### src/rtl/alu_pkg.sv
// Shared opcode constants and controller state encoding for the ALU arbiter.
package alu_pkg;

  localparam logic [3:0] OP_ADD = 4'd0;
  localparam logic [3:0] OP_SUB = 4'd1;
  localparam logic [3:0] OP_SHL = 4'd2;
  localparam logic [3:0] OP_SHR = 4'd3;
  localparam logic [3:0] OP_EQ  = 4'd4;
  localparam logic [3:0] OP_LT  = 4'd5;
  localparam logic [3:0] OP_GT  = 4'd6;

  typedef enum logic [1:0] {
    IDLE = 2'd0,
    EXEC = 2'd1,
    RESP = 2'd2
  } state_e;

endpackage

### src/rtl/alu_arbiter_if.sv
// Request/response bus between the two issue front-ends and the ALU arbiter.
interface alu_arbiter_if #(
  parameter int WIDTH     = 8,
  parameter int ERR_CNT_W = 8
);

  logic [1:0]           req_valid;
  logic [1:0]           req_ready;
  logic [2*WIDTH-1:0]   req_a;
  logic [2*WIDTH-1:0]   req_b;
  logic [7:0]           req_op;
  logic [1:0]           rsp_valid;
  logic [1:0]           rsp_ready;
  logic [WIDTH-1:0]     rsp_o;
  logic                 rsp_of_und;
  logic                 rsp_err;
  logic                 rsp_zero;
  logic [ERR_CNT_W-1:0] err_cnt;

  // Requester side.
  modport master (
    output req_valid, req_a, req_b, req_op, rsp_ready,
    input  req_ready, rsp_valid, rsp_o, rsp_of_und, rsp_err, rsp_zero, err_cnt
  );

  // Arbiter side.
  modport slave (
    input  req_valid, req_a, req_b, req_op, rsp_ready,
    output req_ready, rsp_valid, rsp_o, rsp_of_und, rsp_err, rsp_zero, err_cnt
  );

endinterface

### src/rtl/alu_arbiter_alu.sv
// Combinational ALU shared by both requesters. Every output is fully defined
// for every opcode so nothing undefined can be registered downstream.
module alu_arbiter_alu
  import alu_pkg::*;
#(
  parameter int WIDTH = 8
) (
  input  logic [WIDTH-1:0] a_i,
  input  logic [WIDTH-1:0] b_i,
  input  logic [3:0]       op_i,
  output logic [WIDTH-1:0] o_o,
  output logic             of_und_o,
  output logic             err_o,
  output logic             zero_o
);

  localparam logic [WIDTH-1:0] WIDTH_V = WIDTH'(WIDTH);

  logic [WIDTH:0]       sum;
  logic [WIDTH:0]       diff;
  logic [2*WIDTH-1:0]   shl_wide;
  logic                 b_big;

  // Upper bit of the extended sum/difference is carry-out/borrow; the upper
  // half of the widened left shift holds whatever was shifted out.
  assign sum      = {1'b0, a_i} + {1'b0, b_i};
  assign diff     = {1'b0, a_i} - {1'b0, b_i};
  assign shl_wide = {{WIDTH{1'b0}}, a_i} << b_i;
  assign b_big    = (b_i >= WIDTH_V);

  // Opcode decode with all outputs defaulted to zero.
  always_comb begin
    o_o      = '0;
    of_und_o = 1'b0;
    err_o    = 1'b0;
    zero_o   = 1'b0;
    case (op_i)
      OP_ADD: begin
        o_o      = sum[WIDTH-1:0];
        of_und_o = sum[WIDTH];
      end
      OP_SUB: begin
        o_o      = diff[WIDTH-1:0];
        of_und_o = diff[WIDTH];
      end
      OP_SHL: begin
        if (b_big) begin
          of_und_o = |a_i;
        end else begin
          o_o      = shl_wide[WIDTH-1:0];
          of_und_o = |shl_wide[2*WIDTH-1:WIDTH];
        end
      end
      OP_SHR: begin
        if (!b_big) o_o = a_i >> b_i;
      end
      OP_EQ:   zero_o = (a_i == b_i);
      OP_LT:   zero_o = (a_i <  b_i);
      OP_GT:   zero_o = (a_i >  b_i);
      default: err_o  = 1'b1;
    endcase
  end

endmodule

### src/rtl/alu_arbiter.sv
// Round-robin arbiter sharing one ALU between two requesters; result is
// registered and returned to the winner, ERR results are counted.
module alu_arbiter
  import alu_pkg::*;
#(
  parameter int WIDTH     = 8,
  parameter int ERR_CNT_W = 8
) (
  input  logic         clk,
  input  logic         rst,
  alu_arbiter_if.slave bus
);

  state_e               state_q, state_d;
  logic                 owner_q, last_grant_q;
  logic                 grant, accept;
  logic [1:0]           req_ready;
  logic [WIDTH-1:0]     a_q, b_q;
  logic [3:0]           op_q;
  logic [WIDTH-1:0]     rsp_o_q;
  logic                 rsp_of_und_q, rsp_err_q, rsp_zero_q;
  logic [ERR_CNT_W-1:0] err_cnt_q;
  logic [WIDTH-1:0]     alu_o;
  logic                 alu_of_und, alu_err, alu_zero;

  alu_arbiter_alu #(.WIDTH(WIDTH)) u_alu (
    .a_i      (a_q),
    .b_i      (b_q),
    .op_i     (op_q),
    .o_o      (alu_o),
    .of_und_o (alu_of_und),
    .err_o    (alu_err),
    .zero_o   (alu_zero)
  );

  // Grant selection and next-state; on contention the requester that did not
  // win last time goes first.
  always_comb begin
    state_d   = state_q;
    req_ready = 2'b00;
    accept    = 1'b0;
    grant     = (&bus.req_valid) ? ~last_grant_q : bus.req_valid[1];
    case (state_q)
      IDLE: begin
        if (|bus.req_valid) begin
          req_ready[grant] = 1'b1;
          accept           = 1'b1;
          state_d          = EXEC;
        end
      end
      EXEC:    state_d = RESP;
      RESP:    if (bus.rsp_ready[owner_q]) state_d = IDLE;
      default: state_d = IDLE;
    endcase
  end

  // State register.
  always_ff @(posedge clk) begin
    if (rst) state_q <= IDLE;
    else     state_q <= state_d;
  end

  // Operand latch on accept, result capture in EXEC, saturating error count.
  always_ff @(posedge clk) begin
    if (rst) begin
      owner_q      <= 1'b0;
      last_grant_q <= 1'b1;
      a_q          <= '0;
      b_q          <= '0;
      op_q         <= '0;
      rsp_o_q      <= '0;
      rsp_of_und_q <= 1'b0;
      rsp_err_q    <= 1'b0;
      rsp_zero_q   <= 1'b0;
      err_cnt_q    <= '0;
    end else begin
      if (accept) begin
        owner_q      <= grant;
        last_grant_q <= grant;
        a_q          <= grant ? bus.req_a[2*WIDTH-1:WIDTH] : bus.req_a[WIDTH-1:0];
        b_q          <= grant ? bus.req_b[2*WIDTH-1:WIDTH] : bus.req_b[WIDTH-1:0];
        op_q         <= grant ? bus.req_op[7:4] : bus.req_op[3:0];
      end
      if (state_q == EXEC) begin
        rsp_o_q      <= alu_o;
        rsp_of_und_q <= alu_of_und;
        rsp_err_q    <= alu_err;
        rsp_zero_q   <= alu_zero;
        if (alu_err && (err_cnt_q != '1)) err_cnt_q <= err_cnt_q + ERR_CNT_W'(1);
      end
    end
  end

  assign bus.req_ready  = req_ready;
  assign bus.rsp_valid  = (state_q == RESP) ? (owner_q ? 2'b10 : 2'b01) : 2'b00;
  assign bus.rsp_o      = rsp_o_q;
  assign bus.rsp_of_und = rsp_of_und_q;
  assign bus.rsp_err    = rsp_err_q;
  assign bus.rsp_zero   = rsp_zero_q;
  assign bus.err_cnt    = err_cnt_q;

endmodule

### src/flat_wrapper.sv
// flat-port wrapper written by rule: the top's interface ports become plain ports
module alu_arbiter_flat import alu_pkg::*;
#(
  parameter int WIDTH     = 8,
  parameter int ERR_CNT_W = 8
)
  (clk, rst, bus_req_valid, bus_req_a, bus_req_b, bus_req_op, bus_rsp_ready, bus_req_ready, bus_rsp_valid, bus_rsp_o, bus_rsp_of_und, bus_rsp_err, bus_rsp_zero, bus_err_cnt);
  alu_arbiter_if #(.WIDTH(WIDTH), .ERR_CNT_W(ERR_CNT_W)) bus_i ();
  input  logic clk;
  input  logic rst;
  input wire logic [$bits(bus_i.req_valid)-1:0] bus_req_valid;
  input wire logic [$bits(bus_i.req_a)-1:0] bus_req_a;
  input wire logic [$bits(bus_i.req_b)-1:0] bus_req_b;
  input wire logic [$bits(bus_i.req_op)-1:0] bus_req_op;
  input wire logic [$bits(bus_i.rsp_ready)-1:0] bus_rsp_ready;
  output wire logic [$bits(bus_i.req_ready)-1:0] bus_req_ready;
  output wire logic [$bits(bus_i.rsp_valid)-1:0] bus_rsp_valid;
  output wire logic [$bits(bus_i.rsp_o)-1:0] bus_rsp_o;
  output wire logic [$bits(bus_i.rsp_of_und)-1:0] bus_rsp_of_und;
  output wire logic [$bits(bus_i.rsp_err)-1:0] bus_rsp_err;
  output wire logic [$bits(bus_i.rsp_zero)-1:0] bus_rsp_zero;
  output wire logic [$bits(bus_i.err_cnt)-1:0] bus_err_cnt;
  assign bus_i.req_valid = bus_req_valid;
  assign bus_i.req_a = bus_req_a;
  assign bus_i.req_b = bus_req_b;
  assign bus_i.req_op = bus_req_op;
  assign bus_i.rsp_ready = bus_rsp_ready;
  assign bus_req_ready = bus_i.req_ready;
  assign bus_rsp_valid = bus_i.rsp_valid;
  assign bus_rsp_o = bus_i.rsp_o;
  assign bus_rsp_of_und = bus_i.rsp_of_und;
  assign bus_rsp_err = bus_i.rsp_err;
  assign bus_rsp_zero = bus_i.rsp_zero;
  assign bus_err_cnt = bus_i.err_cnt;
  alu_arbiter #(.WIDTH(WIDTH), .ERR_CNT_W(ERR_CNT_W)) u_core (.clk(clk), .rst(rst), .bus(bus_i));
endmodule
### config.mk
export PLATFORM = sky130hd
export DESIGN_NAME = alu_arbiter_flat
export DESIGN_NICKNAME = d
export VERILOG_FILES = /design/src/rtl/alu_pkg.sv /design/src/rtl/alu_arbiter_if.sv /design/src/rtl/alu_arbiter_alu.sv /design/src/rtl/alu_arbiter.sv /design/src/flat_wrapper.sv
export SDC_FILE = /design/constraint.sdc
export NUM_CORES = 1
export LEC_CHECK = 0
export CELL_PAD_IN_SITES_DETAIL_PLACEMENT = 1
export CELL_PAD_IN_SITES_GLOBAL_PLACEMENT = 1
export CORE_MARGIN = 2
export CORE_UTILIZATION = 36
export DETAILED_ROUTE_END_ITERATION = 12
export DONT_BUFFER_PORTS = 1
export HOLD_SLACK_MARGIN = 0.05
export PLACE_DENSITY = 0.62
export SETUP_SLACK_MARGIN = 0.2
export SLEW_MARGIN = 20
export SYNTH_ARGS = -nofsm -noshare
export SYNTH_HDL_FRONTEND = slang
export SYNTH_SLANG_ARGS = --single-unit
### constraint.sdc
create_clock -name clk -period 2.7 [get_ports clk]
set_input_delay 0.54 -clock clk [delete_from_list [all_inputs] [get_ports clk]]
set_output_delay 0.54 -clock clk [all_outputs]
set_load 0.1 [all_outputs]
-- Word-level counts from Yosys, hierarchy flattened
Cells that the tools add are included.
Widths: inputs -> output; s select.
- register bits after elaboration: 43
- logic and storage cells: 70
- bits of input ports: 46
- output and inout bits: 23
- bitwise operators: 1
- mux-type cells: 24
- shift operators: 2
- order comparisons: 6
- reduce and logical (&&, ||, !) cells: 11
- eq/ne operators: 12
- add/subtract/negate cells: 3
- operator list (cell ; count):
    $mux 8 ; 4
    $pmux 8 s4 ; 1
    $reduce_or 8->1 ; 2
    $shl 8x8->16 ; 1
    $eq 4x3->1 const B ; 3
    $mux 2 ; 6
    $add 8x8->9 ; 1
    $sub 8x8->9 ; 1
    $add 8x1->8 const B ; 1
    $eq 4x2->1 const B ; 2
    $eq 8x8->1 ; 1
    $ge 8x4->1 const B ; 1
    $gt 8x8->1 ; 1
    $lt 8x8->1 ; 1
    $mux 1 ; 8
    $ne 8x8->1 const B ; 1
    $shr 8x8->8 ; 1
    $reduce_or 7->1 ; 1
    $pmux 1 s3 ; 2
    $pmux 2 s3 ; 1
    $reduce_and 2->1 ; 3
    $eq 4x1->1 const B ; 1
    $logic_not 4->1 ; 1
    $lt 1x2->1 const B ; 2
    other kinds (10) ; 12

-- Logic depth before layout (Yosys ltp)
- depth after elaboration: 8
- gate-level depth with buffers: 10
- gate-level depth less buffers: 10

-- Modules after synthesis
A second synthesis with hierarchy kept.
- cells, all modules: 394
- area, all modules: 3179.3 µm²
- by module, submodules not included (module ; instances ; area an instance (µm²) ; sequential area each (µm²) ; cells each):
    alu_arbiter ; 1 ; 1681.6 ; 860.8 ; 180
    alu_arbiter_alu ; 1 ; 1497.7 ; 0.0 ; 214

-- Worst setup path before layout
OpenSTA, ideal clock, no wires.
- kind: reg-to-output
- start: reg u_core.state_q[1]
- end: out bus_rsp_valid[0]
- cell stages (with the launch flop): 2
- buffers on the path: 0
- path slack: -0.431 ns
- data required time: 2.160 ns
- arrival time: 2.591 ns
- path through: dfxtp_1 nor3b_1
- word-level cells in the longest chain between the ends: 2
- ends and longest elaborated chain (item ; RTL line ; source):
    start: declaration ; alu_arbiter.sv:14 ; state_e state_q, state_d;
    start signal: assignment ; alu_arbiter.sv:60 ; else state_q <= state_d;
    $eq 2x2->1 ; alu_arbiter.sv:95 ; assign bus.rsp_valid = (state_q == RESP) ? (owner_q ? 2'b10 : 2'b01) : 2'b00;
    $mux 2 ; alu_arbiter.sv:95 ;
    end: declaration ; flat_wrapper.sv:17 ; output wire logic [$bits(bus_i.rsp_valid)-1:0] bus_rsp_valid;
No other way between the ends.

-- Worst setup path after layout
- start: reg u_core.op_q[1]
- end: reg u_core.rsp_o_q[1], in the netlist u_core.bus.rsp_o[1]
- word-level cells in the longest chain between the ends: 2
- ends and longest elaborated chain (item ; RTL line ; source):
    start: declaration ; alu_arbiter.sv:19 ; logic [3:0] op_q;
    start signal: assignment ; alu_arbiter.sv:82 ; op_q <= grant ? bus.req_op[7:4] : bus.req_op[3:0];
    $eq 4x2->1 (tied with other cells) ; alu_arbiter_alu.sv:37 ; case (op_i)
    $pmux 8 s4 * ; alu_arbiter_alu.sv:37 ;
    end signal: assignment ; alu_arbiter.sv:85 ; rsp_o_q <= alu_o;
    end: declaration ; alu_arbiter.sv:20 ; logic [WIDTH-1:0] rsp_o_q;
Every way passes the cells marked *; elsewhere a longest branch is shown, timed or not.
A chain may end at the register's enable or synchronous reset.

==> results.py <==
metrics = {
    "worst_setup_path": {
        "reg2reg_depth": 5,
        "cp.arrival_ps": 2580,
        "cpMaxStageDelayCell": "nor4b_2",
        "criticalPathCategory": "register to register",
        "critPathRequiredTime_ps": 2950,
        "worstSetupEndpointType": "register",
        "cp_max_fo": 15,
        "critPathTopFamily": "simple AND/OR/NAND/NOR gates",
        "max_stage_delay_ps": 710,
        "rr_endpoint": "u_core.bus.rsp_o[1]$_SDFFE_PP0P_",
        "ff2ff_setup_slack_ps": 370,
        "crit_buf_inv": 0,
        "crit_path_cell_trace": "nor4b_2 > nand4_1 > a221oi_1 > o22ai_1 > nor2_1",
        "cp-start-kind": "register",
        "r2r_start": "u_core.op_q[1]$_SDFFE_PP0P_",
    },
    "final_layout": {
        "fill_cells": 1090,
        "drive_gt1_frac": 0.166,
        "n_antenna_cell": 0,
        "finalNetCount": 480,
        "area_growth_pct": 12.7,
    },
    "placement": {
        "io_buffers": 0,
        "dp_hpwl_mm": 8.50,
        "place.gp.congestion": 0.895,
    },
    "die": {
        "rows": 35,
        "ios": 69,
        "die_x_um": 100,
        "initial_core_util": 0.365,
        "core-area_sq_um": 9110,
        "fp.dieH_um": 100,
        "dieArea_sq_um": 10000,
    },
    "power": {
        "p_per_area_nw_per_um2": 606,
        "power.share.clock": 0.233,
        "power_w": 0.00227,
        "leakage_nw": 1.44,
        "pwr-share-comb": 0.428,
        "sw_frac_of_total": 0.423,
        "power_frac_seq": 0.340,
        "p_sw_w": 0.000961,
        "intPower_w": 0.00131,
        "irDropWorstVdd_mv": 0.281,
    },
    "sta": {
        "setup_viol": 0,
        "hold_viol": 0,
        "fin_setup_tns_ps": 0,
        "worstMarginPinSlew_ps": 732,
        "rsz0062_at_grt": "false",
        "finalCritPeriodShare": 0.862,
        "fin_crit_ps": 2330,
        "slew_headroom": 0.511,
        "drv_slew": 0,
        "clock.fmax_mhz": 430,
        "skew_ps": 5.85,
    },
    "hold_path": {
        "min-delay-start": "rst",
        "whs_path_depth": 1,
        "hold_path.class": "input pin to register",
        "min_to": "u_core.bus.rsp_of_und$_SDFFE_PP0P_",
    },
    "flow_run": {
        "maxCapViolCount": 0,
    },
    "logic_synthesis": {
        "synth_edf_count": 0,
        "async_flop_share": 0,
        "netlist_area_sq_um": 3330,
        "ys_types": 70,
        "seq_area_frac_synth": 0.259,
        "syn-num-nets": 466,
        "synth_top_area_frac": 0.259,
        "synth.avg_cell_area_sq_um": 8.30,
        "ys.flop_type": "dfxtp_1",
        "ys_ff_latch": 43,
        "synth_largest_area_cell": "dfxtp_1",
        "ys_warn_count": 0,
        "synth_area_leaders": "dfxtp_1, mux2i_1, ha_1",
        "syn_inst": 401,
    },
    "route": {
        "drc": 0,
        "post_drt_wl_per_cell_um": 21.4,
        "vias": 3317,
        "viasPerCell": 6.31,
        "drtPass1Iterations": 5,
        "ant_nets": 0,
        "drt-total-wl_mm": 11.3,
        "drt-initial-drc-count": 333,
    },
    "global_route": {
        "overflow": 0,
        "grt_first_pass_wirelength_mm": 18.1,
        "grt_max_degree": 42,
        "antenna_found_initial": 0,
        "grt_pass1_vias": 3321,
        "track_usage": 0.229,
    },
    "clocking": {
        "clkTransAtPathRegs_ps": 90,
        "cts_made_buffers": 5,
        "h-tree-depth": 2,
        "cts_tree": "done",
        "cts_hold_buf": 0,
        "cts.sinks": 43,
        "cts_max_path_buffers": 2,
        "cts_root_buffer": "clkbuf_8",
        "insertion_delay_ps": 310,
    },
    "run_status": {
        "status": "finished clean",
    },
}
-- stage by stage --
| step | instance area, sq um | setup WS (ps) | hold slack, ps | cells | util |
|---|---|---|---|---|---|
| 3_5_place_dp | 3640 | 437 | 477 | 519 | 0.400 |
| 3_3_place_gp | 3640 | 456 | 466 | 519 | 0.400 |
| 2_1_floorplan | 3340 | 250 | 458 | 401 | - |
| 6_report | 3750 | 373 | 289 | 526 | 0.412 |
| 4_1_cts | 3750 | 416 | 284 | 526 | 0.412 |
| 5_1_grt | 3750 | 215 | 284 | 526 | 0.412 |
-- cell usage after synthesis (6+ instances only) --
master	n
dfxtp_1	43
inv_1	14
ha_1	17
xnor2_1	7
nand2b_1	6
nand2_1	22
mux2i_1	24
o21ai_1	6
a21oi_1	25
a222oi_1	15
nor2_1	49
nand4_1	8
a211oi_1	9
buf_2	7
o21ai_0	11
clkbuf_1	21
nand3_1	6
-- cells in the final DEF (no fill, tap or decap), types with 3 or more instances in the layout --
cell,count
a211oi_1,9
a21o_1,4
a21oi_1,25
a222oi_1,15
a22o_1,3
a31oi_1,5
and3_1,3
buf_4,39
clkbuf_8,5
dfxtp_1,42
ha_1,17
inv_1,13
mux2_2,3
mux2i_1,24
mux4_2,3
nand2_1,22
nand2b_1,6
nand3_1,6
nand3b_1,5
nand4_1,8
nor2_1,48
nor3_1,5
nor4_1,5
o211ai_1,3
o21a_1,3
o21ai_0,11
o21ai_1,6
o22ai_1,5
or3_1,5
or4_1,3
xnor2_1,7
xor2_1,5
-- cell families (layout without fill, tap and decap cells) --
kind of cell / count (synthesis) / in the layout / share of synthesized area
flops: 43 / 43 / 0.259
mux: 30 / 30 / 0.103
compound gates: 116 / 116 / 0.256
fa+ha+maj: 19 / 19 / 0.0759
buf+inv: 47 / 61 / 0.0579
simple gates: 134 / 134 / 0.217
xor+xnor: 12 / 12 / 0.0316
-- worst max-delay path by stage --
stage	from	to	slack, ps	cells past startpoint
2_1_floorplan	u_core.bus.err_cnt[0]$_SDFFE_PP0P_	u_core.bus.err_cnt[5]$_SDFFE_PP0P_	250	6
3_3_place_gp	u_core.a_q[0]$_SDFFE_PP0P_	u_core.bus.rsp_o[6]$_SDFFE_PP0P_	460	10
3_5_place_dp	u_core.b_q[1]$_SDFFE_PP0P_	u_core.bus.rsp_o[6]$_SDFFE_PP0P_	440	8
4_1_cts	u_core.b_q[4]$_SDFFE_PP0P_	u_core.bus.rsp_zero$_SDFFE_PP0P_	420	8
5_1_grt	u_core.b_q[4]$_SDFFE_PP0P_	u_core.bus.rsp_zero$_SDFFE_PP0P_	210	8
6_report	u_core.op_q[1]$_SDFFE_PP0P_	u_core.bus.rsp_o[1]$_SDFFE_PP0P_	370	5
-- worst reg2reg max path: cells and delay by family, from the launching register on --
kind,cells,cell delay (ps)
AO/OA/AOI/OAI,2,590
AND/OR/NAND/NOR,3,1000
flip-flops,1,690
-- per-layer routing --
layer	up-vias	global-route usage	routed length (um)
met1	1646	0.322	5140
met4	0	0.0548	175
met2	114	0.372	5260
met5	-	0	0
met3	10	0.0306	684
li1	1547	-	-
-- registers in the layout (all words and copies together) (netlist names) --
register and count:
u_core.bus.rsp_err 1, u_core.op_q 4, u_core.bus.rsp_o 8, u_core.last_grant_q 1
u_core.bus.rsp_zero 1, u_core.b_q 8, u_core.bus.err_cnt 8, u_core.state_q 2
u_core.bus.rsp_of_und 1, u_core.a_q 8, u_core.owner_q 1
-- layout make-up --
type / count / area [sq um] / share of cell area
tap: 111 / 139 / 0.0370
clock buffer: 5 / 68.8 / 0.0184
inverter: 15 / 56.3 / 0.0150
clock inverter: 2 / 37.5 / 0.0100
sequential: 43 / 862 / 0.230
timing repair buffer: 39 / 293 / 0.0781
multi-input combinational: 311 / 2290 / 0.612
-- power groups by stage --
stage               Sequential (W)  Combinational [W]  Clock (W)
floorplan                 0.000829           0.000652          0
global placement          0.000781           0.000945          0
detailed placement        0.000783           0.000955          0
CTS                       0.000769           0.000962   0.000546
global route              0.000782            0.00105   0.000564
finish                    0.000772           0.000971   0.000528
-- what timing repair did --
item	4_1_cts	5_1_grt
endpoints found under the hold margin	0	0
gates resized for setup	0	2
setup endpoints to repair	0	1
setup buffers	0	0
Power figures use the tool's default switching activity.
